<file path="config.mk">
export PLATFORM = sky130hd
export DESIGN_NAME = conv_frame_ctrl
export DESIGN_NICKNAME = d
export VERILOG_FILES = /design/src/rtl/conv_frame_ctrl.sv
export SDC_FILE = /design/constraint.sdc
export NUM_CORES = 1
export LEC_CHECK = 0
export CORE_UTILIZATION = 45
export CTS_BUF_LIST = sky130_fd_sc_hd__clkbuf_8
export DETAILED_ROUTE_END_ITERATION = 6
export GPL_TIMING_DRIVEN = 0
export MAX_ROUTING_LAYER = met4
export PLACE_DENSITY = 0.74
export SYNTH_ARGS = -nofsm -noshare
export SYNTH_HDL_FRONTEND = slang
export SYNTH_SLANG_ARGS = --single-unit
</file>
<file path="constraint.sdc">
create_clock -name clk -period 2.3 [get_ports clk]
set_clock_uncertainty 0.2 [all_clocks]
set_input_delay 0.46 -clock clk [delete_from_list [all_inputs] [get_ports clk]]
set_output_delay 0.46 -clock clk [all_outputs]
set_load 0.02 [all_outputs]
</file>
<file path="src/rtl/conv_frame_ctrl.sv">
// conv_frame_ctrl: frame sequencer feeding a line-buffer KXxKY convolution core.
// A start pulse streams one IXxIY image out of a synchronous image RAM in raster
// order, tags each pixel that completes a full window with its output (x,y)
// coordinate, waits PIPE_LAT cycles for the core to drain, then pulses o_done.
//
// Optional feature macro: CONV_CTRL_STALL_CNT_EN
//   When defined, adds o_stall_cnt (16 bits), a saturating count of FETCH cycles
//   in which the core held off issue (i_core_ready low). Cleared on reset and on
//   an accepted start; holds after o_done.
//
// Handshake: a RAM read is issued in every FETCH cycle where i_core_ready is high
// (o_mem_en). Read data returns one cycle later and is presented to the core with
// o_valid=1 in that cycle. The core must absorb the one pixel already in flight
// after it drops i_core_ready; there is no other flow control on o_valid.
module conv_frame_ctrl #(
    parameter int I_F_BW   = 8,
    parameter int IX       = 28,
    parameter int IY       = 28,
    parameter int KX       = 5,
    parameter int KY       = 5,
    parameter int PIPE_LAT = 4
) (
    input  logic                           clk,
    input  logic                           reset_n,
    input  logic                           i_start,
    input  logic                           i_core_ready,
    output logic                           o_mem_en,
    output logic [$clog2(IX*IY)-1:0]       o_mem_addr,
    input  logic [I_F_BW-1:0]              i_mem_data,
    output logic                           o_valid,
    output logic [I_F_BW-1:0]              o_pixel,
    output logic                           o_win_valid,
    output logic [$clog2(IX-KX+1)-1:0]     o_out_x,
    output logic [$clog2(IY-KY+1)-1:0]     o_out_y,
    output logic                           o_busy,
    output logic                           o_done
`ifdef CONV_CTRL_STALL_CNT_EN
    ,
    output logic [15:0]                    o_stall_cnt
`endif
);

    // ------------------------------------------------------------------
    // Widths and constants, all sized to the counter they are compared to
    // ------------------------------------------------------------------
    localparam int AW = $clog2(IX*IY);
    localparam int CW = (IX > 1) ? $clog2(IX) : 1;
    localparam int RW = (IY > 1) ? $clog2(IY) : 1;
    localparam int XW = $clog2(IX-KX+1);
    localparam int YW = $clog2(IY-KY+1);
    localparam int DW = $clog2(PIPE_LAT+1);

    localparam logic [AW-1:0] ADDR_LAST  = AW'(IX*IY-1);
    localparam logic [CW-1:0] COL_LAST   = CW'(IX-1);
    localparam logic [RW-1:0] ROW_LAST   = RW'(IY-1);
    localparam logic [CW-1:0] COL_WIN    = CW'(KX-1);
    localparam logic [RW-1:0] ROW_WIN    = RW'(KY-1);
    localparam logic [DW-1:0] DRAIN_LAST = DW'(PIPE_LAT-1);

    typedef enum logic [1:0] {
        ST_IDLE  = 2'd0,
        ST_FETCH = 2'd1,
        ST_DRAIN = 2'd2,
        ST_DONE  = 2'd3
    } state_t;

    state_t          state_q, state_d;
    logic [AW-1:0]   rd_addr_q, rd_addr_d;
    logic [DW-1:0]   drain_q, drain_d;
    logic [CW-1:0]   col_q, col_d;
    logic [RW-1:0]   row_q, row_d;
    logic            valid_q, valid_d;
    logic            busy_q, busy_d;
    logic            done_q, done_d;

    logic            issue;
    logic            start_acc;
    logic            win;

    // A start is only honoured while idle; everywhere else it is ignored.
    assign start_acc = (state_q == ST_IDLE) && i_start;

    // One RAM read per FETCH cycle that the core allows.
    assign issue = (state_q == ST_FETCH) && i_core_ready;

    // Next-state, read address and drain counter.
    always_comb begin
        state_d   = state_q;
        rd_addr_d = rd_addr_q;
        drain_d   = drain_q;
        case (state_q)
            ST_IDLE: begin
                if (i_start) begin
                    state_d   = ST_FETCH;
                    rd_addr_d = '0;
                    drain_d   = '0;
                end
            end
            ST_FETCH: begin
                if (issue) begin
                    if (rd_addr_q == ADDR_LAST) begin
                        // Last read issued: its pixel appears in the first DRAIN cycle.
                        rd_addr_d = '0;
                        drain_d   = '0;
                        state_d   = ST_DRAIN;
                    end else begin
                        rd_addr_d = rd_addr_q + AW'(1);
                    end
                end
            end
            ST_DRAIN: begin
                if (drain_q == DRAIN_LAST) begin
                    drain_d = '0;
                    state_d = ST_DONE;
                end else begin
                    drain_d = drain_q + DW'(1);
                end
            end
            ST_DONE: begin
                state_d = ST_IDLE;
            end
            default: begin
                state_d   = ST_IDLE;
                rd_addr_d = '0;
                drain_d   = '0;
            end
        endcase
    end

    // Registered status flags decoded from the next state so they align with it.
    always_comb begin
        valid_d = issue;
        busy_d  = (state_d != ST_IDLE);
        done_d  = (state_d == ST_DONE);
    end

    // Raster position of the pixel currently on o_valid.
    always_comb begin
        col_d = col_q;
        row_d = row_q;
        if (start_acc) begin
            col_d = '0;
            row_d = '0;
        end else if (valid_q) begin
            if (col_q == COL_LAST) begin
                col_d = '0;
                row_d = (row_q == ROW_LAST) ? '0 : row_q + RW'(1);
            end else begin
                col_d = col_q + CW'(1);
            end
        end
    end

    // State and datapath registers.
    always_ff @(posedge clk or negedge reset_n) begin
        if (!reset_n) begin
            state_q   <= ST_IDLE;
            rd_addr_q <= '0;
            drain_q   <= '0;
            col_q     <= '0;
            row_q     <= '0;
            valid_q   <= 1'b0;
            busy_q    <= 1'b0;
            done_q    <= 1'b0;
        end else begin
            state_q   <= state_d;
            rd_addr_q <= rd_addr_d;
            drain_q   <= drain_d;
            col_q     <= col_d;
            row_q     <= row_d;
            valid_q   <= valid_d;
            busy_q    <= busy_d;
            done_q    <= done_d;
        end
    end

    // A pixel completes a window once it sits at or beyond the kernel's
    // bottom-right corner; the output coordinate is that corner's offset.
    assign win = valid_q && (col_q >= COL_WIN) && (row_q >= ROW_WIN);

    assign o_mem_en    = issue;
    assign o_mem_addr  = rd_addr_q;
    assign o_valid     = valid_q;
    assign o_pixel     = i_mem_data;
    assign o_win_valid = win;
    assign o_out_x     = win ? XW'(col_q - COL_WIN) : '0;
    assign o_out_y     = win ? YW'(row_q - ROW_WIN) : '0;
    assign o_busy      = busy_q;
    assign o_done      = done_q;

`ifdef CONV_CTRL_STALL_CNT_EN
    logic [15:0] stall_cnt_q, stall_cnt_d;

    // Saturating count of FETCH cycles held off by the core.
    always_comb begin
        stall_cnt_d = stall_cnt_q;
        if (start_acc) begin
            stall_cnt_d = '0;
        end else if ((state_q == ST_FETCH) && !i_core_ready && (stall_cnt_q != 16'hFFFF)) begin
            stall_cnt_d = stall_cnt_q + 16'd1;
        end
    end

    // Stall counter register.
    always_ff @(posedge clk or negedge reset_n) begin
        if (!reset_n) begin
            stall_cnt_q <= '0;
        end else begin
            stall_cnt_q <= stall_cnt_d;
        end
    end

    assign o_stall_cnt = stall_cnt_q;
`else
    // Stall counting is compiled out; no extra port or state.
`endif

endmodule

</file>
==> results of run 1 <==
cell type report:
| type | instances | area, um2 | area share [%] |
|---|---|---|---|
| clock buffers | 4 | 55.05 | 2.186 |
| repair buffers | 53 | 480.5 | 19.08 |
| flip-flops and latches | 28 | 704.4 | 27.97 |
| inverters | 9 | 33.78 | 1.341 |
| plain buffers | 14 | 108.9 | 4.322 |
| well taps | 48 | 60.06 | 2.384 |
| multi-input cells | 136 | 1076 | 42.72 |
logic make-up after synthesis:
group | count (synthesis)
mux | 3
flops | 28
fa+ha+maj | 14
xor+xnor | 10
buf+inv | 23
simple gates | 86
compound gates | 23
cells in the final DEF (no fill, tap or decap), types with 2 or more instances in the layout:
cell,instances
nor4b_1,2
o21ai_0,11
buf_6,8
inv_2,6
buf_2,3
inv_1,3
a21oi_1,5
nand2_1,14
nor2_1,15
and3_1,4
a2111oi_4,2
buf_4,30
xnor2_1,10
dfrtp_2,3
nand2b_1,5
clkdlybuf4s50_1,23
nor2_4,4
clkbuf_8,4
nor3_1,5
nand3_1,12
ha_4,4
ha_1,10
nand4_1,3
nor2b_1,2
dfrtp_1,25
nor2_2,7
mux2i_1,2
sequential cells by signal (all words and copies together) (netlist names):
| register | cells |
|---|---|
| o_done | 1 |
| o_valid | 1 |
| col_q | 5 |
| o_busy | 1 |
| row_q | 5 |
| o_mem_addr | 10 |
| drain_q | 3 |
| state_q | 2 |
worst min-delay path by stage:
stage,to,slack [ps]
floorplan,col_q[0],-40
global placement,drain_q[1],280
detailed placement,drain_q[1],290
CTS,drain_q[1],310
global route,col_q[3],40
finish,row_q[2],-20
layer usage:
metal	vias to the layer above	part of all wire, %	wire [um]	GRT usage (%)
li1	752	-	-	-
met2	45	51	1991	35.03
met4	0	0.64	25	5.556
met1	752	45	1772	26.53
met3	4	3.7	147	3.521
met5	-	0	0	-
report_power, final:
| part | leakage, nW | switching, mW | internal [mW] |
|---|---|---|---|
| registers | 0.351 | 0.140 | 0.613 |
| clock network | 0.0288 | 0.160 | 0.154 |
| logic | 0.777 | 0.758 | 0.728 |
per-stage QoR:
step / hold WS [ps] / total power [mW]
after floorplan: -35.59 / 1.399
after global placement: 283.2 / 1.778
after detailed placement: 287.7 / 1.794
after CTS: 309.2 / 2.388
after global routing: 41.33 / 2.730
final: -15.50 / 2.553
timing repair:
action / CTS / global route
cloned: 1 / 0
gates resized for setup: 86 / 18
pin swaps: 2 / 4
endpoints found under the setup margin: 12 / 11
setup buffers: 13 / 4
==> metrics.md, run 1 <==
| Metric | Value |
|---|---|
| Die Y | `64.84 um` |
| Vias in the first global route | `1527` |
| Simple-gate portion of the synthesized area | `27.89%` |
| Final setup TNS | `-1378 ps` |
| Worst Setup SP | `col_q[3]` |
| Vias/cell | `5.318` |
| Synthesis-to-layout area growth | `41.76%` |
| Final #Nets | `271` |
| First-pass GRT wire length | `6796 um` |
| Post-synthesis cell type count | `41` |
| Period utilization | `106.5%` |
| Crit path time final | `2449 ps` |
| # port buffers | `36` |
| Critical path arrival | `1790 ps` |
| Critical path class | `register to output port` |
| RSZ-0062 raised after global routing | `true` |
| Ys Warns | `0` |
| Final core utilization | `67.78%` |
| Final Hold Viols | `28` |
| Hold crit path type | `primary input to asynchronous set/reset pin` |
| I/O pin count | `45` |
| Levels on crit path | `7` |
| Routed wire length | `3937 um` |
| Flops & latches, synth | `28` |
| DRT Pass-1 Iters | `4` |
| Total GRT Usage | `21.10%` |
| Max_slew headroom | `58.32%` |
| Reg2reg setup slack | `230 ps` |
| Syn avg cell area | `9.501 um2` |
| Final setup viols | `11` |
| HPWL Detailed | `2519 um` |
| Top Family by Delay on Critical Path | `simple AND/OR/NAND/NOR gates` |
| Final ANT Viol Nets | `0` |
| PnR worst setup slack | `-148.9 ps` |
| Clk buf depth | `2` |
| CP Data Required Time | `1640 ps` |
| Buf/Inv on CP | `3` |
| Num CTS Buffers | `3` |
| Mapped Area | `1777 um2` |
| Drt drc | `0` |
| Core ar. | `3716 um2` |
| FILL cells | `313` |
| Global route overflow | `0` |
| Reg-to-reg endpoint | `row_q[3]` |
| Peak supply drop | `0.0007791 V` |
| Final Cell Area | `2519 um2` |
| Root Buffer | `clkbuf_8` |
| Status | `finished, violations left` |
| Layout cell share with drive strength beyond 1 | `34.02%` |
| TritonCTS clock tree | `built` |
| Fin cells | `292` |
| Pins Over Slew Limit | `0` |
| Die Wd | `64.84 um` |
| Post-synthesis mux area share | `1.761%` |
| Clock Sinks | `28` |
| CP endpoint | `o_out_y[2]` |
| FF-to-FF Start | `col_q[2]` |
| Die Footprint | `4204 um2` |
| Largest net degree at the start of global routing | `29` |
| Slowest stage delay, CP | `430 ps` |
| Synth area leaders | `dfrtp_1, ha_1, nor2_1, xnor2_1, buf_4` |
| Count leader, synth | `dfrtp_1` |
| R2R cell count | `7` |
| Worst skew pair latency | `280 ps` |
| Asr flop ratio synth | `100.0%` |
| Initial core utilization | `47.81%` |
| Cell Pwr Density | `1014 nW/um2` |
| Synth top area share | `39.44%` |
| CP max stage cell | `or3b_4` |
| DP Area | `2197 um2` |
| Most common flop cell mapped by yosys | `dfrtp_1` |
| CTS clock-pin slew for the worst setup and hold paths | `100 ps` |
| GP Congestion | `0.8144` |
| Per-cell routed wire length | `13.48 um` |
| Post-Syn Nets | `213` |
| EDFF count, synth | `0` |
| Compound-Gate Fraction of Synth Area | `8.662%` |
| 1st-iter DRT viols | `98` |
| Max_cap viols | `0` |
| Commonest cells in the synthesized netlist | `dfrtp_1, nor2_1, ha_1, nand2_1, nand3_1` |
| Post-Synth Adder-Cell Area | `9.859%` |
| Largest family of logic cells by synthesized area | `simple AND/OR/NAND/NOR gates` |
| Inserted Diodes | `0` |
| Setup slack at placement | `-519.6 ps` |
| H-tree depth | `1` |
| Crit path cell chain | `inv_2 -> ha_4 -> a2111oi_4 -> or3b_4 -> buf_6 -> nor2_2 -> buf_4` |
| Cell taking the most area after synthesis | `dfrtp_1` |
| Crit Path Max Fanout | `5` |
| Min Hold Slack | `-15.50 ps` |
| Xor-xnor portion of the synthesized cell area | `4.930%` |
| Register area share after synthesis | `39.44%` |
| Initial antenna violation count | `0` |
| Failing checks | `hold timing, setup timing` |
| Cells after Synth | `187` |
| Via count of the routed design | `1553` |
| Dpl cells | `271` |
| Critical path endpoint category | `output port` |
| LEAKAGE | `1.157 nW` |
| Worst-Margin Slew | `625.2 ps` |
| Hold_buf cts | `0` |
| Highest clock rate | `408.3 MHz` |
| Row count | `22` |
| CP Launch Type | `register` |
Note: power is estimated with default switching activity, not from simulation.
==> run 2: changes to the inputs <==
clock period = 3.2 ns   (was 2.3 ns; I/O delays follow)
==> metrics.md, run 2 (synthesized netlist as in run 1, its figures left out) <==
| Metric | Value |
|---|---|
| Largest net degree at the start of global routing | `29 (unchanged)` |
| Status | `complete, no violations (was finished, violations left)` |
| RSZ-0062 raised after global routing | `false (was true)` |
| Synthesis-to-layout area growth | `25.92% (was 41.76%)` |
| Die Footprint | `4204 um2 (unchanged)` |
| Worst Setup SP | `col_q[3] (unchanged)` |
| Core ar. | `3716 um2 (unchanged)` |
| Final Cell Area | `2237 um2 (was 2519 um2)` |
| Crit path time final | `3082 ps` |
| Per-cell routed wire length | `12.60 um (was 13.48 um)` |
| CP Data Required Time | `2360 ps (was 1640 ps)` |
| Initial antenna violation count | `0 (unchanged)` |
| Buf/Inv on CP | `2 (was 3)` |
| 1st-iter DRT viols | `91 (was 98)` |
| Min Hold Slack | `161.5 ps (was -15.50 ps)` |
| Total GRT Usage | `19.09% (was 21.10%)` |
| Drt drc | `0 (unchanged)` |
| Crit Path Max Fanout | `5 (unchanged)` |
| FF-to-FF Start | `col_q[2] (unchanged)` |
| CP Launch Type | `register (unchanged)` |
| Commonest non-fill, non-tap cells in the layout | `dfrtp_1, clkdlybuf4s50_1, nor2_1, nand2_1, ha_1 (was buf_4, dfrtp_1, clkdlybuf4s50_1, nor2_1, nand2_1)` |
| I/O pin count | `45 (unchanged)` |
| Pwr Total | `1.481 mW (was 2.553 mW)` |
| GP Congestion | `0.8144 (unchanged)` |
| Root Buffer | `clkbuf_8 (unchanged)` |
| NetSw | `616.5 uW (was 1.058 mW)` |
| Final setup TNS | `0 ps (was -1378 ps)` |
| Critical path endpoint category | `output port (unchanged)` |
| Crit path cell chain | `inv_1 -> ha_1 -> a2111oi_1 -> or3b_2 -> nor2_1 -> clkdlybuf4s50_1 (was inv_2 -> ha_4 -> a2111oi_4 -> or3b_4 -> buf_6 -> nor2_2 -> buf_4)` |
| Final setup viols | `0 (was 11)` |
| CP max stage cell | `clkdlybuf4s50_1 (was or3b_4)` |
| Worst-Margin Slew | `619.8 ps (was 625.2 ps)` |
| DRT Pass-1 Iters | `4 (unchanged)` |
| Comb pwr share | `47.3% (was 58.2%)` |
| Cell internal pwr | `864.5 uW (was 1.495 mW)` |
| Clock network power share | `15.3% (was 12.3%)` |
| Slowest stage delay, CP | `600 ps (was 430 ps)` |
| Switch share | `41.63% (was 41.45%)` |
| Global route overflow | `0 (unchanged)` |
| CTS clock-pin slew for the worst setup and hold paths | `100 ps (about the same)` |
| Max_slew headroom | `58.68% (was 58.32%)` |
| Top Family by Delay on Critical Path | `buffers and inverters (was simple AND/OR/NAND/NOR gates)` |
| Reg power frac | `37.4% (was 29.5%)` |
| Clk buf depth | `2 (unchanged)` |
| R2R cell count | `6 (was 7)` |
| Initial core utilization | `47.81% (unchanged)` |
| DP Area | `2197 um2 (unchanged)` |
| Hold crit path type | `primary input to asynchronous set/reset pin (unchanged)` |
| Die Wd | `64.84 um (unchanged)` |
| Max_cap viols | `0 (unchanged)` |
| Via count of the routed design | `1455 (was 1553)` |
| H-tree depth | `1 (unchanged)` |
| Final ANT Viol Nets | `0 (unchanged)` |
| LEAKAGE | `1.085 nW (was 1.157 nW)` |
| Highest clock rate | `324.4 MHz` |
| Cell Pwr Density | `662.0 nW/um2 (was 1014 nW/um2)` |
| Pins Over Slew Limit | `0 (unchanged)` |
| First-pass GRT wire length | `6127 um (was 6796 um)` |
| Reg-to-reg endpoint | `row_q[4] (was row_q[3])` |
| Critical path arrival | `2240 ps (was 1790 ps)` |
| Largest register FFs | `10 (unchanged)` |
| Peak supply drop | `0.0005498 V (was 0.0007791 V)` |
| Final Hold Viols | `0 (was 28)` |
| Routed wire length | `3466 um (was 3937 um)` |
| Final #Nets | `254 (was 271)` |
| Vias/cell | `5.291 (was 5.318)` |
| Critical path class | `register to output port (unchanged)` |
| Clock Sinks | `28 (unchanged)` |
| Period utilization | `96.32%` |
| Inserted Diodes | `0 (unchanged)` |
| Die Y | `64.84 um (unchanged)` |
| Row count | `22 (unchanged)` |
| Reg2reg setup slack | `1250 ps (was 230 ps)` |
| Num CTS Buffers | `3 (unchanged)` |
| Layout cell share with drive strength beyond 1 | `13.66% (was 34.02%)` |
| Commonest non-fill, non-tap cell in the layout | `dfrtp_1 (was buf_4)` |
| Vias in the first global route | `1366 (was 1527)` |
| Worst skew pair latency | `280 ps (about the same)` |
| TritonCTS clock tree | `built (unchanged)` |
| HPWL Detailed | `2519 um (unchanged)` |
| # port buffers | `36 (unchanged)` |
## run 2: changes by cell type in the layout (fill, tap and decap cells not counted), moves of 5 or more
cell,previous run,this run
buf_4,30,9
dlygate4sd2_1,1,10
nor2_1,15,24
buf_6,8,1
inv_1,3,9
inv_2,6,0
nor2_2,7,2
## run 2: per-layer routing
layer	GRT usage [%]	wire (um)	share of wire, %	vias to the layer above
li1	-	-	-	712
met1	24.75	1633	47	687
met2	31.12	1630	47	47
met3	3.345	159	4.6	9
met4	4.167	42	1.2	0
met5	-	0	0	-
## run 2: layout make-up
class,count,area [um2]
plain buffers,14,98.84
clock buffers,4,55.05
fillers,365,1479
inverters,9,33.78
multi-input cells,136,945.9
flip-flops and latches,28,700.7
well taps,48,60.06
repair buffers,36,342.8
## run 2: through the flow
| step | std cells | utilization (%) | worst slack (ps) |
|---|---|---|---|
| 2_1_floorplan | 187 | - | 724.0 |
| 3_3_place_gp | 271 | 59.12 | 213.9 |
| 3_5_place_dp | 271 | 59.12 | 200.4 |
| 4_1_cts | 275 | 60.30 | 100.2 |
| 5_1_grt | 275 | 60.20 | 2.089 |
| 6_report | 275 | 60.20 | 117.8 |
## run 2: worst max-delay path by stage
stage                       to  slack [ps]  cells past startpoint
floorplan           o_out_x[4]         720                      6
global placement    o_out_x[4]         210                      7
detailed placement  o_out_x[4]         200                      7
CTS                 o_out_y[4]         100                      6
global route        o_out_y[4]           2                      6
finish              o_out_y[4]         120                      6
## run 2: power by group through the flow
| stage | sequential [mW] | clock [mW] | combinational, mW |
|---|---|---|---|
| floorplan | 0.575 | 0 | 0.431 |
| global route | 0.569 | 0.243 | 0.779 |
| global placement | 0.555 | 0 | 0.723 |
| CTS | 0.552 | 0.230 | 0.709 |
| finish | 0.554 | 0.227 | 0.701 |
| detailed placement | 0.556 | 0 | 0.733 |
## run 2: timing repair
| action | in CTS | in global routing |
|---|---|---|
| hold buffers | 0 | 0 |
| gates resized for setup | 11 | 1 |
| setup endpoints to repair | 10 | 10 |
| buffers inserted | 0 | 0 |
==> run 3: changes to the inputs <==
CORE_MARGIN = 5   (was default)
==> metrics.md, run 3 (synthesized netlist as in run 1, its figures left out) <==
| Metric | Value |
|---|---|
| Status | `complete, no violations (unchanged)` |
| Met2 usage | `24.15% (was 31.12%)` |
| Initial core utilization | `47.46% (was 47.81%)` |
| Cell Pwr Density | `648.2 nW/um2 (was 662.0 nW/um2)` |
| Final setup TNS | `0 ps (unchanged)` |
| CP Data Required Time | `2360 ps (about the same)` |
| First-pass GRT wire length | `6120 um (was 6127 um)` |
| Critical path class | `register to output port (unchanged)` |
| Hold crit path type | `primary input to asynchronous set/reset pin (unchanged)` |
| Inserted Diodes | `0 (unchanged)` |
| Row count | `22 (unchanged)` |
| Max_cap viols | `0 (unchanged)` |
| Max_slew headroom | `58.75% (was 58.68%)` |
| Crit path time final | `2999 ps (was 3082 ps)` |
| Largest register FFs | `10 (unchanged)` |
| DP Area | `2197 um2 (unchanged)` |
| Peak supply drop | `0.0002784 V (was 0.0005498 V)` |
| Global route overflow | `0 (unchanged)` |
| Die Wd | `72.84 um (was 64.84 um)` |
| Critical path endpoint category | `output port (unchanged)` |
| 1st-iter DRT viols | `53 (was 91)` |
| Final core utilization | `59.49% (was 60.20%)` |
| Largest net degree at the start of global routing | `29 (unchanged)` |
| TritonCTS clock tree | `built (unchanged)` |
| Highest clock rate | `333.5 MHz (was 324.4 MHz)` |
| Routed wire length | `3538 um (was 3466 um)` |
| Synthesis-to-layout area growth | `25.35% (was 25.92%)` |
| Commonest non-fill, non-tap cells in the layout | `dfrtp_1, nor2_1, clkdlybuf4s50_1, nand2_1, ha_1 (was dfrtp_1, clkdlybuf4s50_1, nor2_1, nand2_1, ha_1)` |
| Commonest non-fill, non-tap cell in the layout | `dfrtp_1 (unchanged)` |
| RSZ-0062 raised after global routing | `false (unchanged)` |
| Comb pwr share | `48.3% (was 47.3%)` |
| Total GRT Usage | `14.73% (was 19.09%)` |
| Num CTS Buffers | `3 (unchanged)` |
| CP Launch Type | `register (unchanged)` |
| Initial antenna violation count | `0 (unchanged)` |
| Crit Path Max Fanout | `10 (was 5)` |
| Critical path arrival | `2160 ps (was 2240 ps)` |
| Die Footprint | `5305 um2 (was 4204 um2)` |
| Period utilization | `93.71% (was 96.32%)` |
| Per-cell routed wire length | `12.91 um (was 12.60 um)` |
| Slowest stage delay, CP | `480 ps (was 600 ps)` |
| I/O pin count | `45 (unchanged)` |
| Worst skew pair latency | `280 ps (about the same)` |
| FILL cells | `340 (was 365)` |
| CP max stage cell | `or3b_2 (was clkdlybuf4s50_1)` |
| Reg power frac | `38.2% (was 37.4%)` |
| Cell internal pwr | `838.4 uW (was 864.5 uW)` |
| LEAKAGE | `1.093 nW (was 1.085 nW)` |
| Final ANT Viol Nets | `0 (unchanged)` |
| Via count of the routed design | `1408 (was 1455)` |
| Grt met1 use | `18.99% (was 24.75%)` |
| Crit path cell chain | `inv_1 -> ha_1 -> a2111oi_1 -> or3b_2 -> buf_2 -> nor2_1 -> dlygate4sd2_1 (was inv_1 -> ha_1 -> a2111oi_1 -> or3b_2 -> nor2_1 -> clkdlybuf4s50_1)` |
| Gr busiest metal | `met2 (unchanged)` |
| Final #Nets | `254 (unchanged)` |
| Layout cell share with drive strength beyond 1 | `13.72% (was 13.66%)` |
| Drt drc | `0 (unchanged)` |
| Vias/cell | `5.139 (was 5.291)` |
| Switch share | `41.92% (was 41.63%)` |
| H-tree depth | `1 (unchanged)` |
| # port buffers | `36 (unchanged)` |
| Min Hold Slack | `167.2 ps (was 161.5 ps)` |
| CTS clock-pin slew for the worst setup and hold paths | `90 ps (was 100 ps)` |
| DRT Pass-1 Iters | `4 (unchanged)` |
| Vias in the first global route | `1390 (was 1366)` |
| Core ar. | `3744 um2 (was 3716 um2)` |
| HPWL Detailed | `2680 um (was 2519 um)` |
| Met3 usage | `1.928% (was 3.345%)` |
| Die Y | `72.84 um (was 64.84 um)` |
| Root Buffer | `clkbuf_8 (unchanged)` |
| Final Hold Viols | `0 (unchanged)` |
| GP Congestion | `0.7573 (was 0.8144)` |
| Clock Sinks | `28 (unchanged)` |
| Final Cell Area | `2227 um2 (was 2237 um2)` |
| Worst-Margin Slew | `618.7 ps (was 619.8 ps)` |
| Clock network power share | `13.5% (was 15.3%)` |
| Clk buf depth | `2 (unchanged)` |
| NetSw | `605.2 uW (was 616.5 uW)` |
| Final setup viols | `0 (unchanged)` |
| Pins Over Slew Limit | `0 (unchanged)` |
## run 3: final cells by class
cell class	instances	area (um2)	area share (%)
Multi-Input combinational cell	136	945.9	42.47
Tap cell	48	60.06	2.697
Sequential cell	28	701.9	31.52
Buffer	14	98.84	4.438
Clock buffer	3	41.29	1.854
Inverter	9	33.78	1.517
Timing Repair Buffer	36	345.3	15.51
## run 3: critical path, delay by kind of cell (launching register included)
family                   cells  cell delay [ps]
AO/OA/AOI/OAI                1               70
adder cells (fa/ha/maj)      1              150
AND/OR/NAND/NOR              2              580
buffers and inverters        3              650
flip-flops                   1              440
## run 3: power by group through the flow
stage / combinational [mW] / clock [mW] / sequential [mW]
after floorplan: 0.431 / 0 / 0.575
after global placement: 0.722 / 0 / 0.555
after detailed placement: 0.735 / 0 / 0.557
after CTS: 0.706 / 0.200 / 0.551
after global routing: 0.792 / 0.209 / 0.568
final: 0.698 / 0.194 / 0.552
## run 3: timing repair
action | 4_1_cts | 5_1_grt
setup endpoints to repair | 10 | 3
hold buffers | 0 | 0
setup buffers | 0 | 0
gates resized for setup | 12 | 2
endpoints found under the hold margin | 0 | 0
## run 3: final timing paths
| path | cells after the start | slack (ps) | endpoint | startpoint |
|---|---|---|---|---|
| setup / recovery | 7 | 200 | o_out_x[4] | col_q[3] |
| hold / removal | 1 | 170 | col_q[4] | reset_n |
| setup reg to reg | 6 | 1250 | row_q[4] | col_q[2] |
| hold reg to reg | 2 | 300 | drain_q[1] | drain_q[1] |
| max in group asynchronous | 1 | 2190 | row_q[3] | reset_n |
| min in group clk | 2 | 300 | drain_q[1] | drain_q[1] |
## run 3: routing by layer
metal  share of wire, %  wire, um  vias up
met3                5.0       176        5
met1                 47      1650      660
li1                   -         -      712
met4                1.2        44        0
met5                  0         0        -
met2                 47      1666       31
## run 3: per-stage QoR
stage	worst slack, ps	std cells	power [mW]
after floorplan	724.0	187	1.006
after global placement	220.2	271	1.277
after detailed placement	213.1	271	1.291
after CTS	85.95	274	1.457
after global routing	38.51	274	1.570
final	201.2	274	1.444
==> patch (config.mk and constraints of run 1) <==
Take the reset off `rd_addr_q` and load it in a clocked block of its own.
--- a/src/rtl/conv_frame_ctrl.sv
+++ b/src/rtl/conv_frame_ctrl.sv
@@ -156,5 +156,4 @@
         if (!reset_n) begin
             state_q   <= ST_IDLE;
-            rd_addr_q <= '0;
             drain_q   <= '0;
             col_q     <= '0;
@@ -165,5 +164,4 @@
         end else begin
             state_q   <= state_d;
-            rd_addr_q <= rd_addr_d;
             drain_q   <= drain_d;
             col_q     <= col_d;
@@ -173,4 +171,8 @@
             done_q    <= done_d;
         end
+    end
+
+    always_ff @(posedge clk) begin
+        rd_addr_q <= rd_addr_d;
     end
 
Check against the original RTL: differs if reset_n is asserted again (counterexample within 4 cycles, from zero or initial values and one cycle with reset_n low); with reset_n held inactive, the same outputs for 10 cycles.
==> patch against run 1 <==
Area after synthesis is 1.3% lower. Critical endpoint is now o_out_x[0]. Core utilization is 0.071 points lower. Total power is 11% lower. Critical path type unchanged. Setup slack worse by 0.028 ns. Cell count is 1.4% lower. Sequential cell count stayed put. Wire length is 2.6% higher. Sequential power is 4.0% lower. First-iteration DRC count is 35% lower. Global-route usage is 0.79 points lower. The run ends with negative setup slack left. Final area is 0.84% lower. Highest routed layer unchanged.
==> patch: results (changes against run 1) <==
CTS Buf Count=3 (unchanged); Synth top cells by count=18 x dfrtp_1, 18 x nand2_1, 18 x nor2_1, 16 x inv_1, 14 x ha_1; sequential share of the synthesized area=42.83% (+3.4 points); reg-to-reg slack, setup=0.11 ns (-0.12 ns); CTS root buf=clkbuf_8; Hold Path Class=reg2reg; failing checks=negative setup slack; maximum buffer depth of the clock tree=2 (unchanged); share of cells above drive strength 1=30.00% (-4.0 points); status=finished, violations left; largest net degree at the start of global routing=19 (-34%); Compound-Gate Fraction of Synth Area=14.35% (+5.7 points); Reg2Reg Depth=7 (unchanged); top post-synthesis cells by area=dfrtp_1 26%, edfxtp_1 17%, ha_1 10%; Main synth FF type=dfrtp_1; Leakage=1.071 nW (-7.4%); WL final=4038 um (+2.6%); IO buf count=36 (unchanged); post-layout net count=267 (-1.5%); vias in the first global route=1384 (-9.4%); synth warn=0 (unchanged); mux cell area share after synthesis=0.5710% (-1.2 points); Final WS setup=-0.1769 ns (-0.02803 ns); GRT Overall Usage=20.30% (-0.79 points); Synth Area in XOR/XNOR=2.498% (-2.4 points); antenna violations before repair=0 (unchanged); adder-cell share of the synthesized area=9.993% (+0.13 points); gpl congestion=0.8385 (+3.0%); hold path cells=1; Vias=1535 (-1.2%); worst r2r src=col_q[2]; ant diodes=0 (unchanged); DRT iter0 DRCs=64 (-35%); worst reg2reg endpoint=row_q[4]; Mapped Nets=210 (-1.4%); Clock Latency Late Sink=0.28 ns (about the same); Hold Path End=drain_q[0]; Clock transition at path regs=0.10 ns (about the same); post-synth cell types=42 (+2.4%); worst hold start=drain_q[0]; worst hold slack=0.2970 ns (+0.3125 ns); FILL cells=308 (-1.6%); setup TNS=-1.661 ns (-0.2830 ns); Critical Path Start=row_q[3]; worst vdd ir=0.3767 mV (-52%); final count of negative-setup-slack endpoints=11 (unchanged); highest net fanout along the worst path=5 (unchanged); Final HPWL DP=2616 um (+3.9%); max reg flops=10 (unchanged); first-pass GRT wire length=6313 um (-7.1%); CTS H-tree lvls=1 (unchanged); Initial DRT Pass Iterations=4 (unchanged); switching power=887.9 uW (-16%); fraction of registers with async set/reset=64.29% (-36 points); Post-synth EDFFs=10 (+10); Slew HR=34.91% (-23 points)
patch: cell types whose count changed after synthesis, sizes merged, moves of 3 or more:
cell,before,now
edfxtp,0,10
and3,4,1
buf,13,10
nand2,14,18
nand3,12,8
xnor2,10,5
o21ai,11,8
nor2,26,18
dfrtp,28,18
inv,9,16
nor3,5,1
a21oi,6,13
patch: worst max-delay path by stage:
stage / end / slack (ns)
2_1_floorplan: o_out_x[0] / -0.02
3_3_place_gp: o_out_x[2] / -0.58
3_5_place_dp: o_out_y[3] / -0.65
4_1_cts: o_out_x[0] / -0.16
5_1_grt: o_out_y[0] / -0.23
6_report: o_out_x[0] / -0.18
patch: metal layers:
layer | routed length (um) | GRT usage, %
met4 | 63 | 7.500
met3 | 105 | 2.289
met5 | 0 | -
met1 | 1735 | 24.01
met2 | 2133 | 35.53
patch: layout make-up:
cell class	instances	area share, %
multi-input combinational	128	39.93
sequential	28	30.21
timing repair buffer	52	19.29
buffer	12	3.557
inverter	16	2.405
tap	48	2.405
clock buffer	4	2.204
patch: per-stage QoR:
step / cells / utilization (%) / area (um2) / setup slack, ns
2_1_floorplan: 184 / - / 1755 / -0.02486
3_3_place_gp: 268 / 58.99 / 2176 / -0.5764
3_5_place_dp: 268 / 58.99 / 2176 / -0.6518
4_1_cts: 282 / 64.65 / 2385 / -0.1641
5_1_grt: 288 / 67.71 / 2497 / -0.2298
6_report: 288 / 67.71 / 2497 / -0.1769
patch: cells by family after synthesis:
family | Yosys count
AOI/OAI and AO/OA | 37
and+or+nand+nor | 71
adders and majority gates | 14
xor gates and xnor gates | 5
DFF | 28
buffers and inverters | 28
muxes | 1
patch: timing repair:
item,4_1_cts,5_1_grt
buffers inserted,9,6
setup endpoints to repair,12,12
resized for setup,85,20
pin swaps,6,7
gates cloned,1,0
patch: worst max-delay path, stage by stage (launching register included):
cell,delay [ns]
dfrtp_2,0.44
inv_2,0.08
ha_4,0.14
a2111oi_4,0.07
or3b_4,0.44
buf_6,0.15
nor2_1,0.08
buf_4,0.14
patch: power groups by stage:
stage / Combinational, mW / Sequential, mW / Clock, mW
2_1_floorplan: 0.486 / 0.737 / 0
3_3_place_gp: 0.742 / 0.746 / 0
3_5_place_dp: 0.758 / 0.749 / 0
4_1_cts: 1.05 / 0.712 / 0.317
5_1_grt: 1.34 / 0.735 / 0.337
6_report: 1.23 / 0.723 / 0.312
